**src/rtl/ws2812_pkg.sv**
```systemverilog
// Shared types and constants for the WS2812b frame sequencer.
package ws2812_pkg;

    localparam int unsigned PIXEL_W              = 24;
    localparam int unsigned LATCH_CYCLES_DEFAULT = 6000;

    typedef enum logic [2:0] {
        StIdle,
        StFetch,
        StOffer,
        StDrain,
        StLatch
    } state_e;

endpackage

```
**src/rtl/ws2812_latch_timer.sv**
```systemverilog
// Load/decrement down-counter that times the WS2812b latch gap.
// o_done is high while the count sits at zero.
module ws2812_latch_timer
    import ws2812_pkg::*;
#(
    parameter int unsigned LATCH_CYCLES = LATCH_CYCLES_DEFAULT
) (
    input  logic i_clk,
    input  logic i_rst,
    input  logic i_load,
    input  logic i_dec,
    output logic o_done
);

    localparam int unsigned     CNT_W    = $clog2(LATCH_CYCLES + 1);
    localparam logic [CNT_W-1:0] LOAD_VAL = CNT_W'(LATCH_CYCLES - 1);

    logic [CNT_W-1:0] r_count;

    always_ff @(posedge i_clk) begin
        if (i_rst) begin
            r_count <= '0;
        end else if (i_load) begin
            r_count <= LOAD_VAL;
        end else if (i_dec && (r_count != '0)) begin
            r_count <= r_count - CNT_W'(1);
        end
    end

    assign o_done = (r_count == '0);

endmodule

```
**src/rtl/ws2812_frame_sequencer.sv**
```systemverilog
// Walks the pixel ROM for one frame, hands pixels to the WS2812b encoder over valid/ready,
// then waits for the line to drain and the latch gap. Optional FRAME_SEQ_ROTATE_EN: chase offset.
module ws2812_frame_sequencer
    import ws2812_pkg::*;
#(
    parameter int unsigned ADDR_WIDTH   = 5,
    parameter int unsigned NUM_LEDS     = 32,
    parameter int unsigned LATCH_CYCLES = LATCH_CYCLES_DEFAULT
) (
    input  logic                  i_clk,
    input  logic                  i_rst,
    input  logic                  i_enable,
    output logic [ADDR_WIDTH-1:0] o_rom_addr,
    input  logic [PIXEL_W-1:0]    i_rom_data,
    output logic [PIXEL_W-1:0]    o_pixel_data,
    output logic                  o_pixel_valid,
    input  logic                  i_pixel_ready,
    input  logic                  i_tx_idle,
    output logic                  o_busy,
    output logic                  o_frame_done
);

    localparam int unsigned       IDX_W    = ADDR_WIDTH + 1;
    localparam logic [IDX_W-1:0]  LAST_IDX = IDX_W'(NUM_LEDS - 1);

    state_e                r_state;
    logic [IDX_W-1:0]      r_index;
    logic [ADDR_WIDTH-1:0] r_rom_addr;
    logic [PIXEL_W-1:0]    r_pixel_data;
    logic                  r_pixel_valid;

    logic [ADDR_WIDTH-1:0] w_offset;
    logic [IDX_W-1:0]      w_index_inc;
    logic [ADDR_WIDTH-1:0] w_next_addr;
    logic                  w_latch_load;
    logic                  w_latch_dec;
    logic                  w_latch_done;

`ifdef FRAME_SEQ_ROTATE_EN
    logic [ADDR_WIDTH-1:0] r_offset;

    // Offset steps exactly when the frame-done pulse is emitted.
    always_ff @(posedge i_clk) begin
        if (i_rst) begin
            r_offset <= '0;
        end else if (o_frame_done) begin
            r_offset <= r_offset + ADDR_WIDTH'(1);
        end
    end

    assign w_offset = r_offset;
`else
    assign w_offset = '0;
`endif

    assign w_index_inc = r_index + IDX_W'(1);
    assign w_next_addr = w_offset + ADDR_WIDTH'(w_index_inc);

    assign w_latch_load = (r_state == StDrain) && i_tx_idle;
    assign w_latch_dec  = (r_state == StLatch);

    ws2812_latch_timer #(
        .LATCH_CYCLES (LATCH_CYCLES)
    ) u_latch_timer (
        .i_clk  (i_clk),
        .i_rst  (i_rst),
        .i_load (w_latch_load),
        .i_dec  (w_latch_dec),
        .o_done (w_latch_done)
    );

    always_ff @(posedge i_clk) begin
        if (i_rst) begin
            r_state       <= StIdle;
            r_index       <= '0;
            r_rom_addr    <= '0;
            r_pixel_data  <= '0;
            r_pixel_valid <= 1'b0;
        end else begin
            case (r_state)
                StIdle: begin
                    if (i_enable) begin
                        r_index    <= '0;
                        r_rom_addr <= w_offset;
                        r_state    <= StFetch;
                    end
                end
                StFetch: begin
                    r_pixel_data  <= i_rom_data;
                    r_pixel_valid <= 1'b1;
                    r_state       <= StOffer;
                end
                StOffer: begin
                    if (r_pixel_valid && i_pixel_ready) begin
                        r_pixel_valid <= 1'b0;
                        if (r_index == LAST_IDX) begin
                            r_state <= StDrain;
                        end else begin
                            r_index    <= w_index_inc;
                            r_rom_addr <= w_next_addr;
                            r_state    <= StFetch;
                        end
                    end
                end
                StDrain: begin
                    if (i_tx_idle) begin
                        r_state <= StLatch;
                    end
                end
                StLatch: begin
                    if (w_latch_done) begin
                        r_index <= '0;
`ifdef FRAME_SEQ_ROTATE_EN
                        r_rom_addr <= w_offset + ADDR_WIDTH'(1);
`else
                        r_rom_addr <= w_offset;
`endif
                        r_state <= i_enable ? StFetch : StIdle;
                    end
                end
                default: r_state <= StIdle;
            endcase
        end
    end

    assign o_rom_addr    = r_rom_addr;
    assign o_pixel_data  = r_pixel_data;
    assign o_pixel_valid = r_pixel_valid;
    assign o_busy        = (r_state != StIdle);
    assign o_frame_done  = (r_state == StLatch) && w_latch_done;

endmodule

```
**config.mk**
```make
export PLATFORM = sky130hd
export DESIGN_NAME = ws2812_frame_sequencer
export DESIGN_NICKNAME = d
export VERILOG_FILES = /design/src/rtl/ws2812_pkg.sv /design/src/rtl/ws2812_latch_timer.sv /design/src/rtl/ws2812_frame_sequencer.sv
export SDC_FILE = /design/constraint.sdc
export NUM_CORES = 1
export LEC_CHECK = 0
export CORE_MARGIN = 2
export CORE_UTILIZATION = 59
export CTS_BUF_LIST = sky130_fd_sc_hd__clkbuf_4 sky130_fd_sc_hd__clkbuf_8
export DETAILED_ROUTE_END_ITERATION = 8
export DONT_BUFFER_PORTS = 1
export GPL_ROUTABILITY_DRIVEN = 0
export GPL_TIMING_DRIVEN = 0
export PLACE_DENSITY_LB_ADDON = 0.08
export RECOVER_POWER = 25
export SYNTH_ARGS = -nofsm -noshare
export SYNTH_HDL_FRONTEND = slang
export SYNTH_SLANG_ARGS = --single-unit
```
**constraint.sdc**
```tcl
create_clock -name i_clk -period 2.05 [get_ports i_clk]
set_clock_uncertainty 0.1 [all_clocks]
set_input_delay 0.205 -clock i_clk [delete_from_list [all_inputs] [get_ports i_clk]]
set_output_delay 0.205 -clock i_clk [all_outputs]
set_load 0.005 [all_outputs]
```
# Word level (Yosys, flattened, before mapping)
# Index checks and enable logic that the tools add are counted.
[totals]
register_bits = 52
out_inout_bits = 32
wordCells = 55
inputBits = 29
[classes]
add_sub_neg = 2
mux = 21
eq_ne = 10
reduce_logical = 15
[ops]
columns = ["op", "n"]
rows = [
  ["$mux 13", 2],
  ["$mux 6", 4],
  ["$mux 5", 4],
  ["$pmux 6 s3", 1],
  ["$pmux 3 s5", 1],
  ["$pmux 5 s3", 1],
  ["$logic_not 13->1", 1],
  ["$reduce_bool 13->1", 1],
  ["$sub 13x1->13 const B", 1],
  ["$mux 3", 4],
  ["$ne 2x2->1 const B", 5],
  ["$add 6x1->6 const B", 1],
  ["$eq 3x2->1 const B", 2],
  ["$eq 6x5->1 const B", 1],
  ["$reduce_bool 3->1", 2],
  ["$reduce_and 5->1", 1],
  ["$logic_and 1x1->1", 4],
  ["$reduce_and 4->1", 1],
  ["$reduce_bool 2->1", 2],
  ["$eq 3x1->1 const B", 1],
  ["$eq 3x3->1 const B", 1],
  ["$logic_not 3->1", 1],
  ["$mux 1", 2],
  ["$mux 2", 1],
  ["3 further kinds", 3],
]

# Depth between registers and ports, before layout
# Gate-level depths: netlist of the first run.
[logic_depth]
ltp_word = 4
depth_mapped = 6
ltp_nobuf = 6

# By module
# From an unflattened synthesis of the first run, not the netlist that was laid out.
[unflattened]
hier_cells = 272
area_unflattened_um2 = 2259.7
[modules_own_cells]
columns = ["module", "n_inst", "cells_per_inst", "area_each_um2", "seq_area_each_um2"]
rows = [
  ["ws2812_frame_sequencer", 1, 186, 1493.9, 680.7],
  ["ws2812_latch_timer", 1, 86, 765.7, 260.2],
]

# Worst setup path before layout of the first run
# No wires, ideal clock.
[synth_path]
path_type = "register to register"
startpoint = "register r_index[0]"
endpoint = "register r_index[5]"
synth_period_minus_slack_ns = 1.954
path_buffers = 0
t_arrival_ns = 1.762
setup_slack_ns = 0.096
setup_time_ns = 0.092
t_required_ns = 1.858
path_stages_with_launch = 6
path_cell_list = "dfxtp_1 > ha_1 > and3_1 > a221o_1 > or4_1 > o32ai_1"
[synth_between]
elab_chain_cells = 4
elab_cells_between_ends = 7
classes_between = "add/sub (1); eq/ne (2); mux (3); reduce/logical (1)"
[synth_rtl]
columns = ["element", "line", "text"]
rows = [
  ["start: declaration", "ws2812_frame_sequencer.sv:27", "logic [IDX_W-1:0] r_index;"],
  ["start signal: assignment", "ws2812_frame_sequencer.sv:99", "r_index <= w_index_inc;"],
  ["$add 6x1->6", "ws2812_frame_sequencer.sv:56", "assign w_index_inc = r_index + IDX_W'(1);"],
  ["$mux 6", "ws2812_frame_sequencer.sv:96", "if (r_index == LAST_IDX) begin"],
  ["$mux 6", "ws2812_frame_sequencer.sv:94", "if (r_pixel_valid && i_pixel_ready) begin"],
  ["$pmux 6 s3", "ws2812_frame_sequencer.sv:80", "case (r_state)"],
]
# Several ways; a longest one is shown, not always the timed one. The select of a mux whose other input is x is not followed.
# A chain may end at the register's enable or synchronous reset.

# Worst setup path in the final report of the first run
# Same ends and word-level chain as after synthesis.

==> results of run 1 <==
[worst register-to-register path, cell delays in order, from the launching register on]
cell and delay, ns:
dfxtp_2 0.35, ha_1 0.22, and3_4 0.20, a221o_2 0.41, or4_4 0.49, o32ai_2 0.20
[per-stage QoR]
step | TNS (ns) | cells | setup slack, ns | power (mW)
2_1_floorplan | 0 | 263 | 0.0956 | 1.19
3_3_place_gp | -1.50 | 311 | -0.0902 | 1.24
3_5_place_dp | -2.10 | 311 | -0.127 | 1.25
4_1_cts | 0 | 346 | 0.00800 | 1.95
5_1_grt | -0.272 | 347 | -0.0925 | 2.07
6_report | 0 | 347 | 0.000302 | 1.97
[worst max-delay path by stage]
stage                                               start                       endpoint  cells after the start  slack [ns]
detailed placement                r_state[0]$_SDFFE_PP0P_  o_pixel_data[18]$_SDFFE_PP0P_                      5       -0.13
CTS                               r_index[0]$_SDFFE_PP0P_        r_index[5]$_SDFFE_PP0P_                      5       0.008
floorplan                         r_index[0]$_SDFFE_PP0P_        r_index[5]$_SDFFE_PP0P_                      5         0.1
global placement                  r_state[0]$_SDFFE_PP0P_  o_pixel_data[17]$_SDFFE_PP0P_                      5       -0.09
finish                            r_index[0]$_SDFFE_PP0P_        r_index[5]$_SDFFE_PP0P_                      5      0.0003
global route        u_latch_timer.r_count[0]$_SDFFE_PP0P_        r_index[1]$_SDFFE_PP0P_                      6       -0.09
[area by class of cell]
cell class / count / area share
buffer: 21 / 0.0401
clock buffer: 5 / 0.0254
clock inverter: 2 / 0.0138
inverter: 4 / 0.00554
multi-input combinational: 191 / 0.442
sequential: 47 / 0.349
tap: 48 / 0.0221
timing repair buffer: 29 / 0.102
[cells in the final DEF (no fill, tap or decap), drive strengths merged, types with 7 or more instances in the layout]
| master | n |
|---|---|
| nand2 | 58 |
| dfxtp | 47 |
| a21oi | 35 |
| dlygate4sd3 | 24 |
| clkbuf | 18 |
| buf | 13 |
| a31oi | 10 |
| or4 | 9 |
| or3 | 8 |
| nor2 | 7 |
[flip-flops by register name (all words and copies together), names as in the netlist]
signal                 count
u_latch_timer.r_count     13
o_pixel_valid              1
r_index                    6
r_state                    3
o_pixel_data              24
[where the power goes]
group / leakage (nW) / internal [mW] / switching (mW)
combinational: 0.541 / 0.129 / 0.172
sequential: 0.384 / 0.961 / 0.0422
clock: 0.0502 / 0.357 / 0.313
total: 0.975 / 1.45 / 0.527
[cell families after synthesis]
family,after synthesis,share of synthesized area
AOI/OAI and AO/OA,68,0.191
xor gates and xnor gates,1,0.00402
DFF,47,0.432
adders and majority gates,3,0.0172
buffers and inverters,25,0.0563
and+or+nand+nor,119,0.300
[routing by layer]
layer / wire length, um / global-route usage / up-vias
met5: 0 / 0 / -
met3: 375 / 0.0816 / 7
met2: 2620 / 0.412 / 61
met1: 2340 / 0.347 / 948
li1: - / - / 1016
met4: 97 / 0.125 / 0
[timing repair]
action,in CTS,in global routing
endpoints found under the hold margin,24,0
hold buffers,24,0
setup endpoints to repair,23,32
resized for setup,8,16
setup buffers,4,1
pin swaps,2,2
==> impl_results.md, run 1 <==
- H-tree depth: 2
- Post-Syn Area: 2180 um^2
- CTS tree: done
- Cell count after synthesis: 263
- Worst-Skew Late Latency: 0.30 ns
- Max Fclk: 0.488 GHz
- Clk root buf: clkbuf_8
- Kind of end point of the critical path: flip-flop
- Status: finished clean
- Vias per std cell: 5.86
- Worst R2R Path Depth: 5
- Tmin final: 2.05 ns
- CP max-delay cell: or4_4
- Clk slew on worst S/H paths: 0.09 ns
- Design area: 2710 um^2
- Routed WL: 5430 um
- YS warnings: 0
- Pwr dens: 728 nW/um^2
- Hold path startpoint: i_tx_idle
- Total track usage: 0.269
- DP HPWL: 3320 um
- Die height: 64.8 um
- Top cell type's share of synthesized area: 0.432
- Data arrival, critical path: 2.17 ns
- PortBufs: 0
- Critical path startpoint category: flip-flop
- Final ANT Viol Nets: 0
- Bufs and invs on worst path: 0
- Most common library cells after synthesis: nand2_1, dfxtp_1, a21oi_1
- Starting Density: 0.604
- Sequential Area: 946 um^2
- Vias in the first global route: 1866
- I/O pin count: 61
- Netlist cell types: 43
- Worst slew pin tran: 0.582 ns
- FF-to-FF End: r_index[5]$_SDFFE_PP0P_
- RSZ-0062 raised after global routing: true
- Peak supply drop: 0.685 mV
- Most common cell in the netlist: nand2_1
- Final hold viol count: 0
- Worst EP required: 2.17 ns
- Fill cells: 272
- Max Cap Viol: 0
- Wire length per cell: 15.7 um
- Full die area: 4200 um^2
- Synth area leader: dfxtp_1
- Reg2reg setup slack: 0.0003 ns
- Final #Nets: 331
- # diodes: 0
- Area of the multi-input gates: 1200 um^2
- Synthesized flop and latch total: 47
- Dpl cell area: 2240 um^2
- Average size of a mapped cell: 8.29 um^2
- DRC viols: 0
- Main synth FF type: dfxtp_1
- Largest cells by area after synthesis: dfxtp_1, nand2_1, a21oi_1, or4_1, a31oi_1
- Max Transition Viols Final: 0
- # setup viols final: 0
- Clk buf depth: 2
- CP max stage delay: 0.49 ns
- Final Core Density: 0.752
- Worst hold path type: in2reg
- Cell-by-cell trace of the critical path: ha_1 > and3_4 > a221o_2 > or4_4 > o32ai_2
- Worst-path fanout max: 5
- Area growth syn-to-layout: 24.5%
- TritonCTS Sinks: 47
- Aggregate global routing overflow: 0
- Synth async-reset ratio: 0
- Hold EP: u_latch_timer.r_count[1]$_SDFFE_PP0P_
- 1st-pass router iterations: 4
- First-pass GRT wire length: 8710 um
- Rel. slew slack: 0.609
- Initial antenna violation count: 0
- Cell Rows: 22
- Share of post-route cells with drive strength above 1: 0.154
- DR iter-0 viols: 149
- Hold depth: 2
- EDFF count, synth: 0
- Post-synthesis net count: 295
- Num CTS Buffers: 5
- FF-to-FF Start: r_index[0]$_SDFFE_PP0P_
- Leakage: 0.975 nW
- Register area share after synthesis: 0.432
- Final hold slack: 0.0556 ns
- CORE AREA: 3610 um^2
- Largest net degree at the start of global routing: 15
- Die W: 64.8 um
- Via count: 2032
- Final Cycle Share: 1.00
- Critical path type: reg2reg
- Critical path's top delay family: simple AND/OR/NAND/NOR gates
(Power assumes the default switching activity.)
==> run 2: changes to the inputs <==
==> constraint.sdc (replaced) <==
create_clock -name i_clk -period 2.05 [get_ports i_clk]
set_clock_uncertainty 0.1 [all_clocks]
set_input_delay 0.41 -clock i_clk [delete_from_list [all_inputs] [get_ports i_clk]]
set_output_delay 0.41 -clock i_clk [all_outputs]
set_load 0.005 [all_outputs]
==> run 2 against run 1 <==
Clock-buffer cell count unchanged. Critical path type unchanged. Die area unchanged. Register-to-register slack about the same. Final cell count down 6.6%. Combinational power down 12%. Non-clock buffer count down 23. Critical path depth unchanged. Sequential share of layout area up 3.0 points. Largest power group unchanged. Clock power down 0.9%. First-iteration DRC count down 7.4%. Maximum frequency up 0.34%. Global-route usage down 2.8 points.
==> impl_results.md, run 2 (same netlist as run 1, synthesis figures left out) <==
- Final ANT Viol Nets: 0
- Worst-Skew Late Latency: 0.30 ns
- Cell-by-cell trace of the critical path: ha_1 > and3_4 > a221o_2 > or4_1 > o31ai_1
- Initial antenna violation count: 0
- Starting Density: 0.604
- Peak supply drop: 0.650 mV
- Area growth syn-to-layout: 15.0%
- Critical path startpoint category: flip-flop
- Final Core Density: 0.695
- Hold_buf cts: 0
- Max Fclk: 0.490 GHz
- Vias per std cell: 5.98
- Routed WL: 5070 um
- Critical path type: reg2reg
- Via count: 1938
- I/O pin count: 61
- PortBufs: 0
- Final hold slack: 0.134 ns
- H-tree depth: 2
- # setup viols final: 0
- Worst hold path type: in2reg
- Data arrival, critical path: 2.16 ns
- Fill cells: 293
- CP max stage delay: 0.52 ns
- Wire length per cell: 15.7 um
- Kind of end point of the critical path: flip-flop
- # diodes: 0
- CP max-delay cell: or4_1
- Status: finished clean
- Hold depth: 2
- Final #Nets: 308
- Largest net degree at the start of global routing: 15
- Share of post-route cells with drive strength above 1: 0.170
- Most frequent cells in the layout: nand2_1, dfxtp_1, a21oi_1
- TritonCTS Sinks: 47
- DR iter-0 viols: 138
- Leakage: 0.890 nW
- Final Cycle Share: 0.996
- Dpl cells: 311
- Critical path's top delay family: simple AND/OR/NAND/NOR gates
- Full die area: 4200 um^2
- Clk slew on worst S/H paths: 0.09 ns
- Setup ws final: 0.00733 ns
- CTS tree: done
- Tmin final: 2.04 ns
- Die W: 64.8 um
- Total power: 1.93 mW
- Worst R2R Path Depth: 5
- 1st-pass router iterations: 4
- Setup tns final: 0 ns
- Num CTS Buffers: 5
- Max Transition Viols Final: 0
- CORE AREA: 3610 um^2
- DRC viols: 0
- Critical path depth in cells: 5
- RSZ-0062 raised after global routing: true
- Final Non-Filler Cells: 324
- First-pass GRT wire length: 7840 um
- Cell Rows: 22
- Worst-path fanout max: 5
- Pwr dens: 770 nW/um^2
- Worst EP required: 2.16 ns
- Clk root buf: clkbuf_8
- Worst slack at placement: -0.127 ns
- DP HPWL: 3320 um
- Total track usage: 0.242
- Die height: 64.8 um
- Aggregate global routing overflow: 0
- Reg2reg setup slack: 0.007 ns
- Max Cap Viol: 0
- Final hold viol count: 0
- Most common cell after layout, fill and taps aside: nand2_1
- Vias in the first global route: 1726
- Design area: 2510 um^2
- Clk buf depth: 2
- Rel. slew slack: 0.664
- Dpl cell area: 2240 um^2
- Bufs and invs on worst path: 0
- Worst slew pin tran: 0.504 ns
- Max reg flops: 24
run 2: what timing repair did:
item,4_1_cts,5_1_grt
endpoints found under the setup margin,24,32
buffers inserted,2,4
gates cloned,0,0
pin swaps,1,5
resized for setup,9,19
run 2: worst paths after layout:
check / start / endpoint
max reg2reg: r_index[0]$_SDFFE_PP0P_ / r_index[0]$_SDFFE_PP0P_
max: r_index[0]$_SDFFE_PP0P_ / r_index[0]$_SDFFE_PP0P_
min: i_rom_data[11] / o_pixel_data[11]$_SDFFE_PP0P_
min reg2reg: r_index[0]$_SDFFE_PP0P_ / r_index[0]$_SDFFE_PP0P_
run 2: area by class of cell:
cell class / count / area [um^2] / share of cell area
buffer: 21 / 109 / 0.0434
clock buffer: 5 / 68.8 / 0.0274
clock inverter: 2 / 37.5 / 0.0150
inverter: 4 / 17.5 / 0.00699
multi-input combinational: 191 / 1220 / 0.487
sequential: 47 / 950 / 0.379
tap: 48 / 60.1 / 0.0240
timing repair buffer: 6 / 45.0 / 0.0180
run 2: metal layers:
layer,GRT usage,share of wire,vias to the layer above
met5,0,0,-
met4,0.117,0.016,0
met3,0.0764,0.079,6
met2,0.357,0.48,74
met1,0.319,0.43,887
li1,-,-,971
run 2: where the power goes:
| group | leakage [nW] | internal (mW) | switching, mW |
|---|---|---|---|
| logic | 0.456 | 0.103 | 0.162 |
| registers | 0.384 | 0.958 | 0.0424 |
| clock network | 0.0502 | 0.357 | 0.307 |
| total | 0.890 | 1.42 | 0.512 |
